`config.mk`:
```
export PLATFORM = sky130hd
export DESIGN_NAME = wb_host_master
export DESIGN_NICKNAME = d
export VERILOG_FILES = /design/src/rtl/wb_host_pkg.sv /design/src/rtl/wb_host_timer.sv /design/src/rtl/wb_host_master.sv
export SDC_FILE = /design/constraint.sdc
export NUM_CORES = 1
export LEC_CHECK = 0
export ABC_AREA = 0
export BUFFER_PORTS_ARGS = -buffer_cell sky130_fd_sc_hd__buf_2
export CORE_MARGIN = 2
export CORE_UTILIZATION = 49
export CTS_CLUSTER_DIAMETER = 40
export DETAILED_ROUTE_END_ITERATION = 16
export PLACE_DENSITY = 0.84
export SLEW_MARGIN = 15
export SYNTH_ARGS = -nofsm -noshare
export SYNTH_HDL_FRONTEND = slang
export SYNTH_SLANG_ARGS = --single-unit
export TNS_END_PERCENT = 20
```
`constraint.sdc`:
```
create_clock -name wb_clk_i -period 4.9 [get_ports wb_clk_i]
set_input_delay 0.245 -clock wb_clk_i [delete_from_list [all_inputs] [get_ports wb_clk_i]]
set_output_delay 0.245 -clock wb_clk_i [all_outputs]
set_load 0.01 [all_outputs]
```
`src/rtl/wb_host_pkg.sv`:
```
// Shared types and constants for the Wishbone host-command master.
package wb_host_pkg;

  localparam int WB_ADR_W = 32;
  localparam int WB_DAT_W = 32;
  localparam int WB_SEL_W = 4;

  // Wide enough for the largest legal timeout (65535 cycles).
  localparam int TIMER_W = 16;

  typedef enum logic [1:0] {
    IDLE = 2'd0,
    BUS  = 2'd1,
    RESP = 2'd2
  } state_e;

  // Response payload: read data only for an acknowledged read, zero for
  // writes and for timeouts.
  function automatic logic [WB_DAT_W-1:0] rsp_data(
    input logic                acked,
    input logic                is_write,
    input logic [WB_DAT_W-1:0] bus_dat
  );
    return (acked && !is_write) ? bus_dat : '0;
  endfunction

endpackage

```
`src/rtl/wb_host_timer.sv`:
```
// Bus-cycle timeout counter: cleared when a command is accepted, counts every
// cycle it is enabled, and flags the cycle in which the TIMEOUT_CYCLES-th
// enabled cycle is reached.
module wb_host_timer
  import wb_host_pkg::*;
#(
  parameter int TIMEOUT_CYCLES = 255
) (
  input  logic clk,
  input  logic rst,
  input  logic clear,
  input  logic enable,
  output logic expired
);

  logic [TIMER_W-1:0] count;

  // Count holds the number of completed enabled cycles, so the current cycle
  // is number count+1; it is the last permitted one at count == TIMEOUT-1.
  assign expired = enable && (count >= TIMER_W'(TIMEOUT_CYCLES - 1));

  // Cycle counter; stops once expired so it can never wrap.
  always_ff @(posedge clk) begin
    if (rst) begin
      count <= '0;
    end else if (clear) begin
      count <= '0;
    end else if (enable && !expired) begin
      count <= count + 1'b1;
    end
  end

endmodule

```
`src/rtl/wb_host_master.sv`:
```
// Single-outstanding Wishbone classic master driven by a valid/ready command
// port, returning read data or a timeout error on a valid/ready response port.
module wb_host_master
  import wb_host_pkg::*;
#(
  parameter int TIMEOUT_CYCLES = 255
) (
  input  logic                wb_clk_i,
  input  logic                wb_rst_i,

  input  logic                cmd_valid_i,
  output logic                cmd_ready_o,
  input  logic                cmd_we_i,
  input  logic [WB_ADR_W-1:0] cmd_adr_i,
  input  logic [WB_DAT_W-1:0] cmd_dat_i,
  input  logic [WB_SEL_W-1:0] cmd_sel_i,

  output logic                rsp_valid_o,
  input  logic                rsp_ready_i,
  output logic [WB_DAT_W-1:0] rsp_dat_o,
  output logic                rsp_err_o,

  output logic                wbm_cyc_o,
  output logic                wbm_stb_o,
  output logic                wbm_we_o,
  output logic [WB_ADR_W-1:0] wbm_adr_o,
  output logic [WB_DAT_W-1:0] wbm_dat_o,
  output logic [WB_SEL_W-1:0] wbm_sel_o,
  input  logic [WB_DAT_W-1:0] wbm_dat_i,
  input  logic                wbm_ack_i,

  output logic                busy_o
);

  state_e state;
  state_e next_state;

  logic accept;
  logic ack_seen;
  logic timed_out;
  logic rsp_done;
  logic expired;
  logic in_bus;

  assign in_bus = (state == BUS);

  wb_host_timer #(
    .TIMEOUT_CYCLES(TIMEOUT_CYCLES)
  ) u_timer (
    .clk    (wb_clk_i),
    .rst    (wb_rst_i),
    .clear  (accept),
    .enable (in_bus),
    .expired(expired)
  );

  // Next-state decode and the handshake/termination events of this cycle.
  // Ack is tested before the timer so an ack in the timeout cycle wins.
  always_comb begin
    // NOTE: every signal written here gets a default first; a path that left
    // one unassigned would infer a latch.
    next_state = state;
    accept     = 1'b0;
    ack_seen   = 1'b0;
    timed_out  = 1'b0;
    rsp_done   = 1'b0;
    case (state)
      IDLE: begin
        if (cmd_valid_i && cmd_ready_o) begin
          accept     = 1'b1;
          next_state = BUS;
        end
      end
      BUS: begin
        if (wbm_ack_i) begin
          ack_seen   = 1'b1;
          next_state = RESP;
        end else if (expired) begin
          timed_out  = 1'b1;
          next_state = RESP;
        end
      end
      RESP: begin
        if (rsp_ready_i) begin
          rsp_done   = 1'b1;
          next_state = IDLE;
        end
      end
      default: next_state = IDLE;
    endcase
  end

  // State register.
  always_ff @(posedge wb_clk_i) begin
    // NOTE: clocked state uses non-blocking assignments so every register
    // samples pre-edge values regardless of process ordering.
    if (wb_rst_i) begin
      state <= IDLE;
    end else begin
      state <= next_state;
    end
  end

  // Registered outputs: handshake flags follow the next state, bus fields are
  // latched on acceptance and held afterwards, response is captured on ack or
  // timeout and held until consumed.
  always_ff @(posedge wb_clk_i) begin
    if (wb_rst_i) begin
      cmd_ready_o <= 1'b0;
      busy_o      <= 1'b0;
      wbm_cyc_o   <= 1'b0;
      wbm_stb_o   <= 1'b0;
      wbm_we_o    <= 1'b0;
      wbm_adr_o   <= '0;
      wbm_dat_o   <= '0;
      wbm_sel_o   <= '0;
      rsp_valid_o <= 1'b0;
      rsp_dat_o   <= '0;
      rsp_err_o   <= 1'b0;
    end else begin
      cmd_ready_o <= (next_state == IDLE);
      busy_o      <= (next_state != IDLE);

      if (accept) begin
        wbm_cyc_o <= 1'b1;
        wbm_stb_o <= 1'b1;
        wbm_we_o  <= cmd_we_i;
        wbm_adr_o <= cmd_adr_i;
        wbm_dat_o <= cmd_dat_i;
        wbm_sel_o <= cmd_sel_i;
      end

      if (ack_seen || timed_out) begin
        wbm_cyc_o   <= 1'b0;
        wbm_stb_o   <= 1'b0;
        rsp_valid_o <= 1'b1;
        rsp_err_o   <= timed_out;
        rsp_dat_o   <= rsp_data(ack_seen, wbm_we_o, wbm_dat_i);
      end

      if (rsp_done) begin
        rsp_valid_o <= 1'b0;
      end
    end
  end

endmodule

```
Yosys cells after proc, flatten, opt, wreduce, memory -nomap -nowiden
Index checks and enable logic that the tools add are counted.

storage, ports and cells
  bits in registers = 124
  input bits = 106
  output and inout bits = 107
  word-level logic and storage cells = 44

operators by class
  $add $sub $neg = 1
  $lt $le $gt $ge = 1
  equal/unequal tests = 2
  mux-type cells = 15
  reductions and logical operators = 13

operators by type and width
  kind                                                  number
  two-way mux 32 bit                                    1
  adder 16 x 1 -> 16 bit, second input constant         1
  >= comparator 16 x 8 -> 1 bit, second input constant  1
  two-way mux 1 bit                                     9
  two-way mux 2 bit                                     4
  case mux 2 bit (3 select lines)                       1
  OR reduction 2 bit                                    3
  logical AND 1 bit                                     4
  logical NOT 2 bit                                     2
  == test 2 x 1 -> 1 bit, second input constant         1
  == test 2 bit, second input constant                  1
  logical NOT 1 bit                                     2
  nonzero test 2 bit                                    1
  logical OR 1 bit                                      1

Longest topological paths before layout
Gate-level depths: netlist (run 1).

  depth after elaboration = 7
  depth in mapped cells = 7

Hierarchy
From an unflattened synthesis (run 1), not the netlist that was laid out.

second synthesis, totals
  cell total of the unflattened synthesis = 470
  area, all modules = 4319.1 sq um

modules (own cells, without submodules)
  module          times used  cells each  area each (sq um)  seq. area each (sq um)
  wb_host_master  1           402         3629.7             2162.1
  wb_host_timer   1           68          689.4              320.3

Worst setup path before layout (run 1)
Ideal clock, no wire load.

  path kind = register -> register
  from = reg u_timer.count[0]
  to = reg u_timer.count[4]
  arrival time = 1.579 ns
  required time = 4.830 ns
  slack = 3.251 ns
  stages on the path, launching flop included = 7
  cells stage by stage = dfxtp_1 -> inv_1 -> ha_1 -> o211ai_1 -> o211ai_4 -> or4_1 -> a21oi_1

on the way
  word-level cells in the longest chain between the ends = 4
  elaborated cells between the ends (all ways) = 5
  classes of those cells = add/sub: 1; order compare: 1; reduce/logical: 3

ends and longest elaborated chain
  what                           line                 RTL
  start, declared                wb_host_timer.sv:16  logic [TIMER_W-1:0] count;
  start signal, assigned         wb_host_timer.sv:29  count <= count + 1'b1;
  >= comparator 16 x 8 -> 1 bit  wb_host_timer.sv:20  assign expired = enable && (count >= TIMER_W'(TIMEOUT_CYCLES - 1));
  logical AND 1 bit              wb_host_timer.sv:20
  logical NOT 1 bit              wb_host_timer.sv:28  end else if (enable && !expired) begin
  logical AND 1 bit              wb_host_timer.sv:28

Several ways; a longest one is shown, not always the timed one.
A chain may end at the register's enable or synchronous reset.

Worst setup path in the final report (run 1)
  from = reg u_timer.count[0]
  to = reg rsp_dat_o[9]

on the way
  word-level cells in the longest chain between the ends = 6

ends and longest elaborated chain
  what                           line                   RTL
  >= comparator 16 x 8 -> 1 bit  wb_host_timer.sv:20
  logical AND 1 bit              wb_host_timer.sv:20
  two-way mux 1 bit              wb_host_master.sv:78   end else if (expired) begin
  two-way mux 1 bit              wb_host_master.sv:75   if (wbm_ack_i) begin
  two-way mux 1 bit              wb_host_master.sv:67   case (state)
  logical OR 1 bit               wb_host_master.sv:133  if (ack_seen || timed_out) begin
  end signal, assigned           wb_host_master.sv:138  rsp_dat_o <= rsp_data(ack_seen, wbm_we_o, wbm_dat_i);
  end, declared                  wb_host_master.sv:20   output logic [WB_DAT_W-1:0] rsp_dat_o,

Every way passes these cells.

==> results of run 1 <==
area by class of cell:
class                      instances  area [µm²]
antenna                            1        2.50
clock buffer                      19         432
clock inverter                    13         213
fill                             517        1590
inverter                           4        15.0
multi-input combinational        371        1790
sequential                       124        2480
tap                              108         135
timing repair buffer             317        2110
state kept, by name (all words and copies together), names as in the netlist:
name,flops
wbm_sel_o,4
cmd_ready_o,1
wbm_we_o,1
rsp_err_o,1
busy_o,1
u_timer.count,16
rsp_valid_o,1
rsp_dat_o,32
wbm_stb_o,1
state,2
wbm_dat_o,32
wbm_adr_o,32
worst register-to-register path, stage by stage (launching register included):
cell and delay (ps):
dfxtp_1 400, inv_1 70, ha_1 200, o211ai_1 300, o2111a_1 880, o21ai_0 260, a21oi_1 270
Yosys cell counts (all sizes together):
master  number  area [µm²]
nand2      174         653
dfxtp      124        2480
a21oi      112         561
o21ai       36         180
clkbuf      34         129
and2         7        43.8
buf          6        35.0
inv          4        15.0
nor2         4        15.0
nor4         4        55.1
o31ai        4        30.0
or3          4        25.0
or4          4        30.0
nand3        3        15.0
and3         2        12.5
ha           2        25.0
nor3         2        15.0
o211ai       2        28.8
o21a         2        15.0
a211oi       1        7.51
a31oi        1        6.26
nand2b       1        6.26
nand3b       1        7.51
nand4        1        12.5
nor2b        1        6.26
o2111a       1        11.3
or2          1        6.26
or3b         1        8.76
stage by stage:
step | std cells | hold slack (ps)
finish | 957 | 78.6
floorplan | 539 | 342
global route | 956 | 85.1
detailed placement | 822 | 445
global placement | 822 | 438
CTS | 956 | 46.8
power groups by stage:
stage	Clock [µW]	Sequential, µW	Combinational [µW]
after global routing	1410	1080	317
after floorplan	0	1110	96.2
after global placement	0	1090	209
after CTS	1360	1070	281
after detailed placement	0	1090	216
final	1350	1070	293
placed cells by master (no fill, tap or decap), drive strengths merged:
| cell type | instances |
|---|---|
| buf | 215 |
| nand2 | 174 |
| dfxtp | 124 |
| a21oi | 112 |
| dlygate4sd3 | 102 |
| o21ai | 36 |
| clkbuf | 19 |
| and2 | 7 |
| inv | 7 |
| bufinv | 5 |
| nor2 | 4 |
| o31ai | 4 |
| or4 | 4 |
| or3 | 4 |
| nor4 | 4 |
| clkinvlp | 3 |
| nand3 | 3 |
| o21a | 2 |
| ha | 2 |
| and3 | 2 |
| o211ai | 2 |
| nor3 | 2 |
| clkinv | 2 |
| diode | 1 |
| nand4 | 1 |
| nor2b | 1 |
| or2 | 1 |
| nand2b | 1 |
| o2111a | 1 |
| or3b | 1 |
| nand3b | 1 |
| a211oi | 1 |
| a31oi | 1 |
cell families after synthesis:
family	count (synthesis)	share of synthesized area [%]
and+or+nand+nor	210	20.6
DFF	124	55.9
buffers and inverters	44	4.03
AOI/OAI and AO/OA	159	18.9
adders and majority gates	2	0.564
layer usage:
layer	up-vias	share of wire, %	track usage [%]
li1	2394	-	-
met1	2353	36	32.4
met2	283	52	56.1
met3	88	6.2	7.24
met4	0	5.6	19.4
met5	-	0	0
final timing paths:
kind / endpoint / startpoint / cells past startpoint
setup / recovery: rsp_dat_o[9] / u_timer.count[0] / 6
hold / removal: rsp_valid_o / rsp_ready_i / 4
setup reg to reg: rsp_dat_o[9] / u_timer.count[0] / 6
hold reg to reg: wbm_adr_o[29] / wbm_adr_o[29] / 2
==> reports/qor.csv, run 1 <==
metric,value,unit
run status,"complete, no violations",
die area,9830,µm²
count of cell types in the netlist,34,
Fmax,0.405,GHz
clock root buffer,clkbuf_8,
total power,2720,µW
Via density,5.35,
Critical Path AT,2880,ps
final wirelength,15400,µm
core area,8760,µm²
total gr overflow,0,
CP endpoint kind,flop,
WS Path Type,reg2reg,
TritonRoute pass-1 iters,5,
Starting Density,50.6,%
post-CTS sizing,0,
Setup WS post-layout,2430,ps
Final Hold Violating Endpoints,0,
number of endpoints failing setup at the final stage,0,
Antenna Nets Post-Route,0,
nets@finish,943,
RSZ-0062 raised after global routing,no,
Mapped Cells,539,
PD cells,379,nW/µm²
Num CTS Buffers,17,
Post-DP HPWL,7860,µm
chip width,99.2,µm
GRT Resource Usage Total,31.1,%
largest net degree at the start of global routing,110,
"CP delay by family, top",compound AO/OA/AOI/OAI gates,
Clock Sinks,124,
DRC Markers,0,
Tmin final,2470,ps
Final Max Slew Viols,0,
"Largest stage delay, worst path",880,ps
CP Cell Sequence,"inv_1, ha_1, o211ai_1, o2111a_1, o21ai_0, a21oi_1",
PortBufs,212,
sequential power share,39.4,%
Post-CTS Hold Buffers,102,
Worst R2R Setup Slack,2430,ps
later-pin clock latency in the skew report,510,ps
fraction of layout cells with a size suffix above 1,30.1,%
crit path launch type,flop,
Power Internal,2080,µW
initial antenna violation count,0,
Placement Setup Slack,2650,ps
CP Buf/Inv Count,1,
average size of a mapped cell,8.23,µm²
"Net Count, Synth",647,
CTS tree,yes,
period utilization,50.4,%
net switching power,633,µW
H-Tree Depth,4,
Worst VDD drop,258,µV
Final Util,81.9,%
Relative slew margins,20.7,%
LEAKAGE,0.00316,µW
Vias,5118,
"flops & latches, synth",124,
worst-margin pin slew,1190,ps
Logic pwr share,10.8,%
number of global-route vias before repair,5192,
first-pass GRT wire length,24400,µm
Starting DRT DRC Count,239,
sequential cell area fraction in the yosys report,55.9,%
Site Rows,34,
clk slew on worst S/H paths,60,ps
final setup TNS,0,ps
Area Growth Syn to Fin,61.7,%
drt wl/cell,16.1,µm
synthesized cell area,4440,µm²
Fin Clk Skew,7.83,ps
Post-CTS Setup Inserts,0,
DP Area,5510,µm²
CP required,5310,ps
Max-Cap Viols,0,
CP max-delay cell,o2111a_1,
synth warn,0,
gpl congestion,0.814,
HP Class,in2reg,
Final Instance Area,7180,µm²
I/O pin cnt,213,
Die Height,99.2,µm
Clock Power Share,49.8,%
Switching Fraction,23.3,%
CTS max path bufs,2,
Critical Path Fanout Max,33,
Power figures use the tool's default switching activity.
==> run 2: changes to the inputs <==
--- a/config.mk
+++ b/config.mk
@@ -8,10 +8,10 @@
 export ABC_AREA = 0
 export BUFFER_PORTS_ARGS = -buffer_cell sky130_fd_sc_hd__buf_2
 export CORE_MARGIN = 2
-export CORE_UTILIZATION = 49
+export CORE_UTILIZATION = 46
 export CTS_CLUSTER_DIAMETER = 40
 export DETAILED_ROUTE_END_ITERATION = 16
-export PLACE_DENSITY = 0.84
+export PLACE_DENSITY = 0.8
 export SLEW_MARGIN = 15
 export SYNTH_ARGS = -nofsm -noshare
 export SYNTH_HDL_FRONTEND = slang
==> constraint.sdc (replaced) <==
create_clock -name wb_clk_i -period 2.6 [get_ports wb_clk_i]
set_input_delay 0.13 -clock wb_clk_i [delete_from_list [all_inputs] [get_ports wb_clk_i]]
set_output_delay 0.13 -clock wb_clk_i [all_outputs]
set_load 0.01 [all_outputs]
==> run 2 against run 1 <==
- final cell count is 2.5% higher
- sequential power is 89% higher
- non-clock buffer count is 5 higher
- first-iteration DRC count is 17% lower
- global-route usage is 2.1 points lower
==> reports/qor.csv, run 2 (synthesis gave the netlist of run 1 again) <==
metric,value,unit
CTS tree,yes,
gpl congestion,0.841,
CP Cell Sequence,"inv_1, ha_1, o211ai_1, o211ai_4, or4_1, a21oi_1",
Clock Sinks,124,
Via density,5.13,
clock root buffer,clkbuf_8,
Num CTS Buffers,17,
total gr overflow,0,
number of endpoints failing setup at the final stage,0,
CP required,3040,ps
Fmax,0.516,GHz
nets@finish,948,
Area Growth Syn to Fin,64.0,%
first-pass GRT wire length,23600,µm
most frequent cells in the layout,"buf_2 (211), nand2_1 (174), dfxtp_1 (124)",
final setup TNS,0,ps
RSZ-0062 raised after global routing,no,
"Largest stage delay, worst path",530,ps
DRC Markers,0,
Tmin final,1940,ps
core area,9280,µm²
CTS max path bufs,2,
Vias,5034,
Starting Density,47.8,%
CP Buf/Inv Count,1,
LEAKAGE,0.00320,µW
run status,"complete, no violations",
period utilization,74.5,%
number of global-route vias before repair,5094,
Fin Clk Skew,10.2,ps
Relative slew margins,59.7,%
Diodes inserted,0,
Final Util,78.4,%
later-pin clock latency in the skew report,510,ps
TritonRoute pass-1 iters,5,
Max-Cap Viols,0,
Seq. cell area,2480,µm²
largest net degree at the start of global routing,59,
Final Instance Area,7280,µm²
Site Rows,35,
Post-DP HPWL,8480,µm
drt wl/cell,15.3,µm
HP Class,in2reg,
PD cells,714,nW/µm²
"commonest non-fill, non-tap cell in the layout",buf_2,
die area,10500,µm²
DP Area,5590,µm²
final wirelength,15000,µm
"CP delay by family, top",compound AO/OA/AOI/OAI gates,
Starting DRT DRC Count,198,
Antenna Nets Post-Route,0,
I/O pin cnt,213,
WS Path Type,reg2reg,
clk slew on worst S/H paths,60,ps
largest registers,"rsp_dat_o: 32 flops, wbm_adr_o: 32 flops, wbm_dat_o: 32 flops",
PortBufs,212,
post-CTS sizing,0,
fraction of layout cells with a size suffix above 1,30.4,%
Multi-input gate area,1790,µm²
Critical Path Fanout Max,19,
Filler cells,594,
worst-margin pin slew,604,ps
Critical Path AT,2370,ps
Final Hold Violating Endpoints,0,
H-Tree Depth,4,
chip width,102,µm
Final Max Slew Viols,0,
Worst VDD drop,560,µV
GRT Resource Usage Total,29.0,%
CP endpoint kind,flop,
Die Height,102,µm
CP max-delay cell,or4_1,
crit path launch type,flop,
initial antenna violation count,0,
==> run 2: cell count changes in the layout (fill, tap and decap cells not counted) <==
cell / previous run / this run
buf_12: 0 / 2
buf_4: 4 / 6
bufinv_16: 5 / 6
clkbuf_1: 1 / 0
clkbuf_8: 2 / 1
clkinv_4: 1 / 3
diode_2: 1 / 0
dlygate4sd3_1: 102 / 103
inv_6: 3 / 1
==> run 2: final timing paths <==
path | from | to | slack [ps] | cells past startpoint
worst max-delay path | u_timer.count[0] | u_timer.count[5] | 660 | 6
worst min-delay path | wb_rst_i | wbm_adr_o[10] | 130 | 2
worst max register to register | u_timer.count[0] | u_timer.count[5] | 660 | 6
worst min register to register | wbm_adr_o[15] | wbm_adr_o[15] | 450 | 2
==> run 2: area by class of cell <==
| type | count | share of cell area, % |
|---|---|---|
| timing repair buffer | 322 | 29.8 |
| clock buffer | 17 | 5.69 |
| multi-input combinational | 371 | 24.6 |
| sequential | 124 | 34.1 |
| clock inverter | 14 | 3.34 |
| tap | 129 | 2.22 |
| inverter | 4 | 0.206 |
==> run 2: through the flow <==
stage / setup WS [ps] / total power, µW / hold WS (ps) / std cells
floorplan: 951 / 2270 / 227 / 539
global placement: 822 / 2460 / 370 / 847
detailed placement: 689 / 2480 / 376 / 847
CTS: 683 / 5190 / 107 / 981
global route: 520 / 5370 / 146 / 981
finish: 663 / 5190 / 129 / 981
==> run 2: layer usage <==
| metal | up-vias | part of all wire (%) | GRT usage (%) |
|---|---|---|---|
| li1 | 2402 | - | - |
| met2 | 235 | 53 | 51.9 |
| met1 | 2337 | 36 | 30.8 |
| met5 | - | 0 | 0 |
| met4 | 0 | 4.5 | 17.7 |
| met3 | 60 | 6.1 | 6.70 |
==> run 2: report_power, final <==
group | switching [µW] | internal, µW | total [µW]
Sequential | 42.6 | 1980 | 2020
Combinational | 289 | 273 | 562
Clock | 861 | 1750 | 2610
==> run 2: timing repair <==
action,in CTS,in global routing
hold buffers,103,0
buffers inserted,0,0
hold endpoints to repair,105,0
